==> config.mk <==
export PLATFORM = sky130hd
export DESIGN_NAME = jtag_tap_fsm
export DESIGN_NICKNAME = d
export VERILOG_FILES = /design/src/rtl/jtag_tap_fsm.sv
export SDC_FILE = /design/constraint.sdc
export NUM_CORES = 1
export LEC_CHECK = 0
export BUFFER_PORTS_ARGS = -buffer_cell sky130_fd_sc_hd__buf_2
export CAP_MARGIN = 10
export CORE_AREA = 4 4 41 43
export CTS_CLUSTER_SIZE = 10
export DETAILED_ROUTE_END_ITERATION = 10
export DIE_AREA = 0 0 45 47
export SLEW_MARGIN = 20
export SYNTH_ARGS = -nofsm -noshare
export SYNTH_HDL_FRONTEND = slang
export SYNTH_SLANG_ARGS = --single-unit
==> constraint.sdc <==
create_clock -name TCK -period 1.5 [get_ports TCK]
set_input_delay 0.075 -clock TCK [delete_from_list [all_inputs] [get_ports TCK]]
set_output_delay 0.075 -clock TCK [all_outputs]
set_load 0.01 [all_outputs]
==> src/rtl/jtag_tap_fsm.sv <==
// IEEE 1149.1 TAP controller: 16-state FSM stepped by TMS on rising TCK.
// The state code is registered and drives the IR/DR capture/shift/update decode.
module jtag_tap_fsm #(
   parameter int FSM_SIZE = 4
) (
   input  logic                TCK,
   input  logic                TMS,
   input  logic                TRST,
   output logic [FSM_SIZE-1:0] state
);

   typedef enum logic [3:0] {
      TLR     = 4'd0,
      RTI     = 4'd1,
      SEL_DR  = 4'd2,
      CAP_DR  = 4'd3,
      SHF_DR  = 4'd4,
      EX1_DR  = 4'd5,
      PAU_DR  = 4'd6,
      EX2_DR  = 4'd7,
      UPD_DR  = 4'd8,
      SEL_IR  = 4'd9,
      CAP_IR  = 4'd10,
      SHF_IR  = 4'd11,
      EX1_IR  = 4'd12,
      PAU_IR  = 4'd13,
      EX2_IR  = 4'd14,
      UPD_IR  = 4'd15
   } tap_st_t;

   // Power-up value lands in Test-Logic-Reset even before TRST is applied.
   tap_st_t cur_st = TLR;
   tap_st_t nxt_st;

   always_ff @(posedge TCK) begin
      if (TRST) cur_st <= TLR;
      else      cur_st <= nxt_st;
   end

   always_comb begin
      nxt_st = TLR;
      case (cur_st)
         TLR:    nxt_st = TMS ? TLR    : RTI;
         RTI:    nxt_st = TMS ? SEL_DR : RTI;
         SEL_DR: nxt_st = TMS ? SEL_IR : CAP_DR;
         CAP_DR: nxt_st = TMS ? EX1_DR : SHF_DR;
         SHF_DR: nxt_st = TMS ? EX1_DR : SHF_DR;
         EX1_DR: nxt_st = TMS ? UPD_DR : PAU_DR;
         PAU_DR: nxt_st = TMS ? EX2_DR : PAU_DR;
         EX2_DR: nxt_st = TMS ? UPD_DR : SHF_DR;
         UPD_DR: nxt_st = TMS ? SEL_DR : RTI;
         SEL_IR: nxt_st = TMS ? TLR    : CAP_IR;
         CAP_IR: nxt_st = TMS ? EX1_IR : SHF_IR;
         SHF_IR: nxt_st = TMS ? EX1_IR : SHF_IR;
         EX1_IR: nxt_st = TMS ? UPD_IR : PAU_IR;
         PAU_IR: nxt_st = TMS ? EX2_IR : PAU_IR;
         EX2_IR: nxt_st = TMS ? UPD_IR : SHF_IR;
         UPD_IR: nxt_st = TMS ? SEL_DR : RTI;
         // Any unknown register content recovers to TLR on the next edge.
         default: nxt_st = TLR;
      endcase
   end

   assign state = cur_st;

endmodule

==> flow_metrics.tcl, run 1 <==
set metrics [dict create \
    final.min_clock_period_ns 1.24 \
    pin_count 7 \
    synth-seq-cells 4 \
    setup_viol 0 \
    synth_async_sr_flop_share_pct 0 \
    tightest_slew_ns 0.370 \
    ys_top_cells_by_area "dfxtp_1, clkbuf_8, buf_6, a2111oi_2, nor3b_1" \
    fillerInstances 150 \
    max_freq_mhz 810 \
    syn_area_per_cell_sq_um 8.50 \
    synthCells 39 \
    worstSetupPathType "reg -> reg" \
    start_kind "flop" \
    post-place-ws_ns 0.257 \
    synth_commonest_cells "dfxtp_1, inv_1, nor2_1" \
    grt_pass1_vias 232 \
    final.setup.tns_ns 0 \
    port_buffers 6 \
    clockBufferDepth 2 \
    status "completed" \
    slew_headroom_pct 75.3 \
    hp-class "in -> reg" \
    clkSlewWorstSetupHoldPaths_ns 0.04 \
    cts_buffers 3 \
    hpwl_microns 452 \
    synth_top_area_share_pct 24.2 \
    fp.dieW_microns 45 \
    crit_arrival_ns 1.38 \
    drc 0 \
    first_pass_iters 4 \
    ys_types 26 \
    overflow 0 \
    multiInputGateArea_sq_um 185 \
    cts_tree "yes" \
    syn2layout_area_growth_pct 4.91 \
    core_sq_um 1300 \
    ctsHoldBuffers 0 \
    num_vias 285 \
    viasPerCell 4.91 \
    synth.most_common_cell "dfxtp_1" \
    post_cts_buffers 0 \
    synth_nets 42 \
    diodes 0 \
    synth_top_flop_cell "dfxtp_1" \
    dieArea_sq_um 2120 \
    p_per_area_nw_per_um2 954 \
    synth_edf_count 0 \
    yosysWarnings 0 \
    antenna_found_initial 0 \
    insertion_delay_ns 0.24 \
    rsz0062_at_grt "false" \
    wl_per_cell_microns 11.0 \
    start_util_pct 25.5 \
    drive_above_1_share_pct 25.6 \
    drv_cap 0 \
    ant_nets 0 \
    leakagePower_nw 0.131 \
    fp-row-count 13 \
    place_congestion 0.773 \
    fin_ws_ns 0.265 \
    ir_drop_uv 431 \
    grt_pass1_wl_microns 1080 \
    ctsHtreeMaxLevel 1 \
    cts-root-buf "clkbuf_4" \
    finalCritPeriodShare_pct 82.3 \
    initialDrtViolationCount 3 \
    slew_violations 0 \
    synth_seq_area_share_pct 24.2 \
    utilization_pct 26.7 \
    hold_ws_ns 0.0658 \
    cts_resized 0 \
    largest_reg_flops 4 \
    fin_nets 48 \
    register_area_sq_um 80.1 \
    drt_wl_total_microns 637 \
    die_h_microns 47 \
    worstPathMaxFanout 13 \
    grt_max_degree 14 \
    clock_sinks 4 \
    finalHoldViolCount 0 \
    worstSetupEndpointType "flop" \
    synth_area_sq_um 332 \
    grt_util_all_layers_pct 7.41 \
    required_ns 1.65 \
    synth_top_area_cell "dfxtp_1" \
    skew_ns 0.00754 \
]
==> area by class of cell <==
type,instances,share of cell area [%]
flip-flops and latches,4,23.0
clock buffers,3,6.47
inverters,3,3.24
repair buffers,6,8.63
well taps,15,5.40
multi-input cells,27,53.2
==> cell families (layout without fill, tap and decap cells) <==
kind of cell / after synthesis / count (layout) / share of synthesized area (%)
and+or+nand+nor: 14 / 14 / 24.2
AOI/OAI and AO/OA: 12 / 12 / 29.1
buffers and inverters: 8 / 12 / 20.0
DFF: 4 / 4 / 24.2
xor gates and xnor gates: 1 / 1 / 2.64
==> metrics by stage <==
step	instances	area (sq um)	total power [mW]
2_1_floorplan	39	332	0.190
4_1_cts	58	348	0.335
3_5_place_dp	55	325	0.193
3_3_place_gp	55	325	0.193
6_report	58	348	0.332
5_1_grt	58	348	0.351
==> per-layer routing <==
| metal | vias to the layer above | wire, microns | track usage [%] |
|---|---|---|---|
| met5 | - | 0 | 0 |
| met4 | 0 | 26 | 8.77 |
| met3 | 4 | 38 | 1.53 |
| met2 | 9 | 268 | 9.04 |
| met1 | 121 | 303 | 9.73 |
| li1 | 151 | - | - |
==> where the power goes <==
group	switching [mW]	total (mW)	internal, mW
Clock	0.0516	0.142	0.0900
Combinational	0.0291	0.0576	0.0285
Sequential	0.0189	0.133	0.114
Total	0.0996	0.332	0.232
==> cells in the final DEF (no fill, tap or decap), types with 2 or more instances in the layout <==
master	n
buf_2	6
nor3b_1	2
o211ai_1	2
inv_1	3
a21oi_1	2
clkbuf_4	3
dfxtp_1	4
nand3_1	2
nor2_1	3
==> path summary, 6_finish.rpt <==
path	from	to	slack (ns)	cells past startpoint
worst max-delay path	state[3]	state[2]	0.26	3
worst min-delay path	TRST	state[1]	0.07	2
worst max register to register	state[3]	state[2]	0.26	3
worst min register to register	state[1]	state[1]	0.63	2
==> worst max-delay path: stages, from the launching register on <==
cell,delay (ns)
dfxtp_1,0.41
nor2b_2,0.22
a31o_1,0.19
a2111oi_2,0.32
Power figures use the tool's default switching activity.
==> run 2, diff against run 1 <==
--- a/config.mk
+++ b/config.mk
@@ -5,6 +5,7 @@
 export SDC_FILE = /design/constraint.sdc
 export NUM_CORES = 1
 export LEC_CHECK = 0
+export ABC_AREA = 1
 export BUFFER_PORTS_ARGS = -buffer_cell sky130_fd_sc_hd__buf_2
 export CAP_MARGIN = 10
 export CORE_AREA = 4 4 41 43
==> constraint.sdc (replaced) <==
create_clock -name TCK -period 1 [get_ports TCK]
set_input_delay 0.05 -clock TCK [delete_from_list [all_inputs] [get_ports TCK]]
set_output_delay 0.05 -clock TCK [all_outputs]
set_load 0.01 [all_outputs]
==> flow_metrics.tcl, run 2 <==
set metrics [dict create \
    status "complete, but fails checks" \
    violations "negative setup slack" \
    finalHoldViolCount 0 \
    antenna_found_initial 0 \
    drive_above_1_share_pct 47.4 \
    dp.cells 87 \
    synth_commonest_cells "nand2_1, inv_1, nand3_1, nor2_1" \
    stdcell_area_sq_um 543 \
    overflow 0 \
    grt_pass1_vias 419 \
    cts-root-buf "clkbuf_4" \
    synthCells 64 \
    dieArea_sq_um 2120 \
    grt_pass1_wl_microns 1640 \
    first_pass_iters 4 \
    ys_types 15 \
    core_sq_um 1300 \
    place_congestion 0.806 \
    ctsHtreeMaxLevel 1 \
    viasPerCell 4.84 \
    synth_area_sq_um 392 \
    synth_top_flop_cell "dfxtp_1" \
    fp.dieW_microns 45 \
    required_ns 1.15 \
    syn2layout_area_growth_pct 38.7 \
    hpwl_microns 694 \
    synth_top_area_share_pct 20.4 \
    grt_max_degree 11 \
    clockBufferDepth 2 \
    wl_per_cell_microns 10.8 \
    fillerInstances 156 \
    hp-class "in -> reg" \
    synth_seq_area_share_pct 20.4 \
    drv_cap 0 \
    fin_nets 83 \
    clock_sinks 4 \
    skew_ns 0.00101 \
    synth_top_area_cell "dfxtp_1" \
    ant_nets 0 \
    synth_edf_count 0 \
    diodes 0 \
    final.min_clock_period_ns 1.04 \
    worstPathMaxFanout 6 \
    p_per_area_nw_per_um2 925 \
    grt_util_all_layers_pct 10.9 \
    cts_buffers 3 \
    num_vias 450 \
    layout_common_cells "nand2_1, nand3_1, nor2_1" \
    yosysWarnings 0 \
    slowest_delay_ns 0.36 \
    clkSlewWorstSetupHoldPaths_ns 0.04 \
    crit_chain "buf_6 -> buf_4 -> o21ai_2 -> nor2_1 -> a21oi_1" \
    synth-seq-cells 4 \
    post-place-ws_ns -0.0716 \
    place_area_sq_um 449 \
    crit_arrival_ns 1.19 \
    cts_tree "yes" \
    rsz0062_at_grt "true" \
    syn_area_per_cell_sq_um 6.12 \
    cp_slowest_cell "dfxtp_4" \
    max_freq_mhz 964 \
    tightest_slew_ns 0.158 \
    start_util_pct 30.1 \
    synth_nets 67 \
    ys_top_cells_by_area "dfxtp_1, nand2_1, nand3_1, buf_6, inv_1" \
    ctsHoldBuffers 0 \
    drt_wl_total_microns 1010 \
    port_buffers 6 \
    synth.most_common_cell "nand2_1" \
    setup_viol 4 \
    ir_drop_uv 582 \
    fp-row-count 13 \
    insertion_delay_ns 0.23 \
    die_h_microns 47 \
    leakagePower_nw 0.265 \
    pin_count 7 \
    mostFrequentLayoutCell "nand2_1" \
    synth_async_sr_flop_share_pct 0 \
    drc 0 \
    initialDrtViolationCount 11 \
    slew_violations 0 \
    stdcell_count 93 \
    worstSetupEndpointType "flop" \
    largest_reg_flops 4 \
    worstSetupPathType "reg -> reg" \
    start_kind "flop" \
    slew_headroom_pct 89.4 \
    finalCritPeriodShare_pct 104 \
    fin_ws_ns -0.0376 \
]
## run 2: cell types whose count changed in the layout (fill, tap and decap cells not counted), moves of 4 or more
cell	previous run	this run
dfxtp_1	4	0
dfxtp_4	0	4
buf_6	0	4
nand2_1	1	16
nand3_1	2	7
buf_4	0	5
nor2_1	3	7
## run 2: cells by family (layout without fill, tap and decap cells)
group,count (synthesis),count (layout),synth area share [%]
AND/OR/NAND/NOR,39,39,46.3
buffers and inverters,12,26,17.3
AO/OA/AOI/OAI,9,9,16.0
flip-flops,4,4,20.4
## run 2: worst paths after layout
path,startpoint,endpoint,slack (ns),cells past startpoint
worst max-delay path,state[0],state[2],-0.04,5
worst min-delay path,TRST,state[3],0.02,2
worst max register to register,state[0],state[2],-0.04,5
worst min register to register,state[0],state[3],0.66,4
## run 2: final cells by class
class	instances	area, sq um	area share, %
Clock buffer	3	22.5	4.15
Inverter	9	36.3	6.68
Multi-Input combinational cell	48	263	48.4
Sequential cell	4	95.1	17.5
Tap cell	15	18.8	3.46
Timing Repair Buffer	14	108	19.8
## run 2: where the power goes
group | total [mW] | internal, mW | switching (mW)
clock | 0.196 | 0.134 | 0.0618
sequential | 0.182 | 0.163 | 0.0188
combinational | 0.125 | 0.0602 | 0.0643
## run 2: through the flow
stage	hold WS, ns	power [mW]	util, %	TNS, ns
after floorplan	0.105	0.256	-	0
after global placement	0.274	0.287	34.5	-0.210
after detailed placement	0.269	0.287	34.5	-0.189
after CTS	0.0236	0.487	37.7	0
after global routing	0.0277	0.544	41.7	-0.369
final	0.0202	0.502	41.7	-0.0879
## run 2: layer usage
layer | vias up | track usage (%) | share of wire (%)
li1 | 233 | - | -
met1 | 210 | 12.0 | 44
met2 | 5 | 18.9 | 52
met3 | 2 | 2.30 | 2.2
met4 | 0 | 7.02 | 1.6
met5 | - | 0 | 0
## run 2: timing repair
action | CTS | global route
setup endpoints to repair | 4 | 4
resized for setup | 6 | 13
buffers inserted | 1 | 2
pin swaps | 0 | 6
## run 2: critical path, delay by kind of cell (launching register included)
family	cells	cell delay, ns
buffers and inverters	2	0.25
AOI/OAI and AO/OA	2	0.26
and+or+nand+nor	1	0.07
DFF	1	0.36
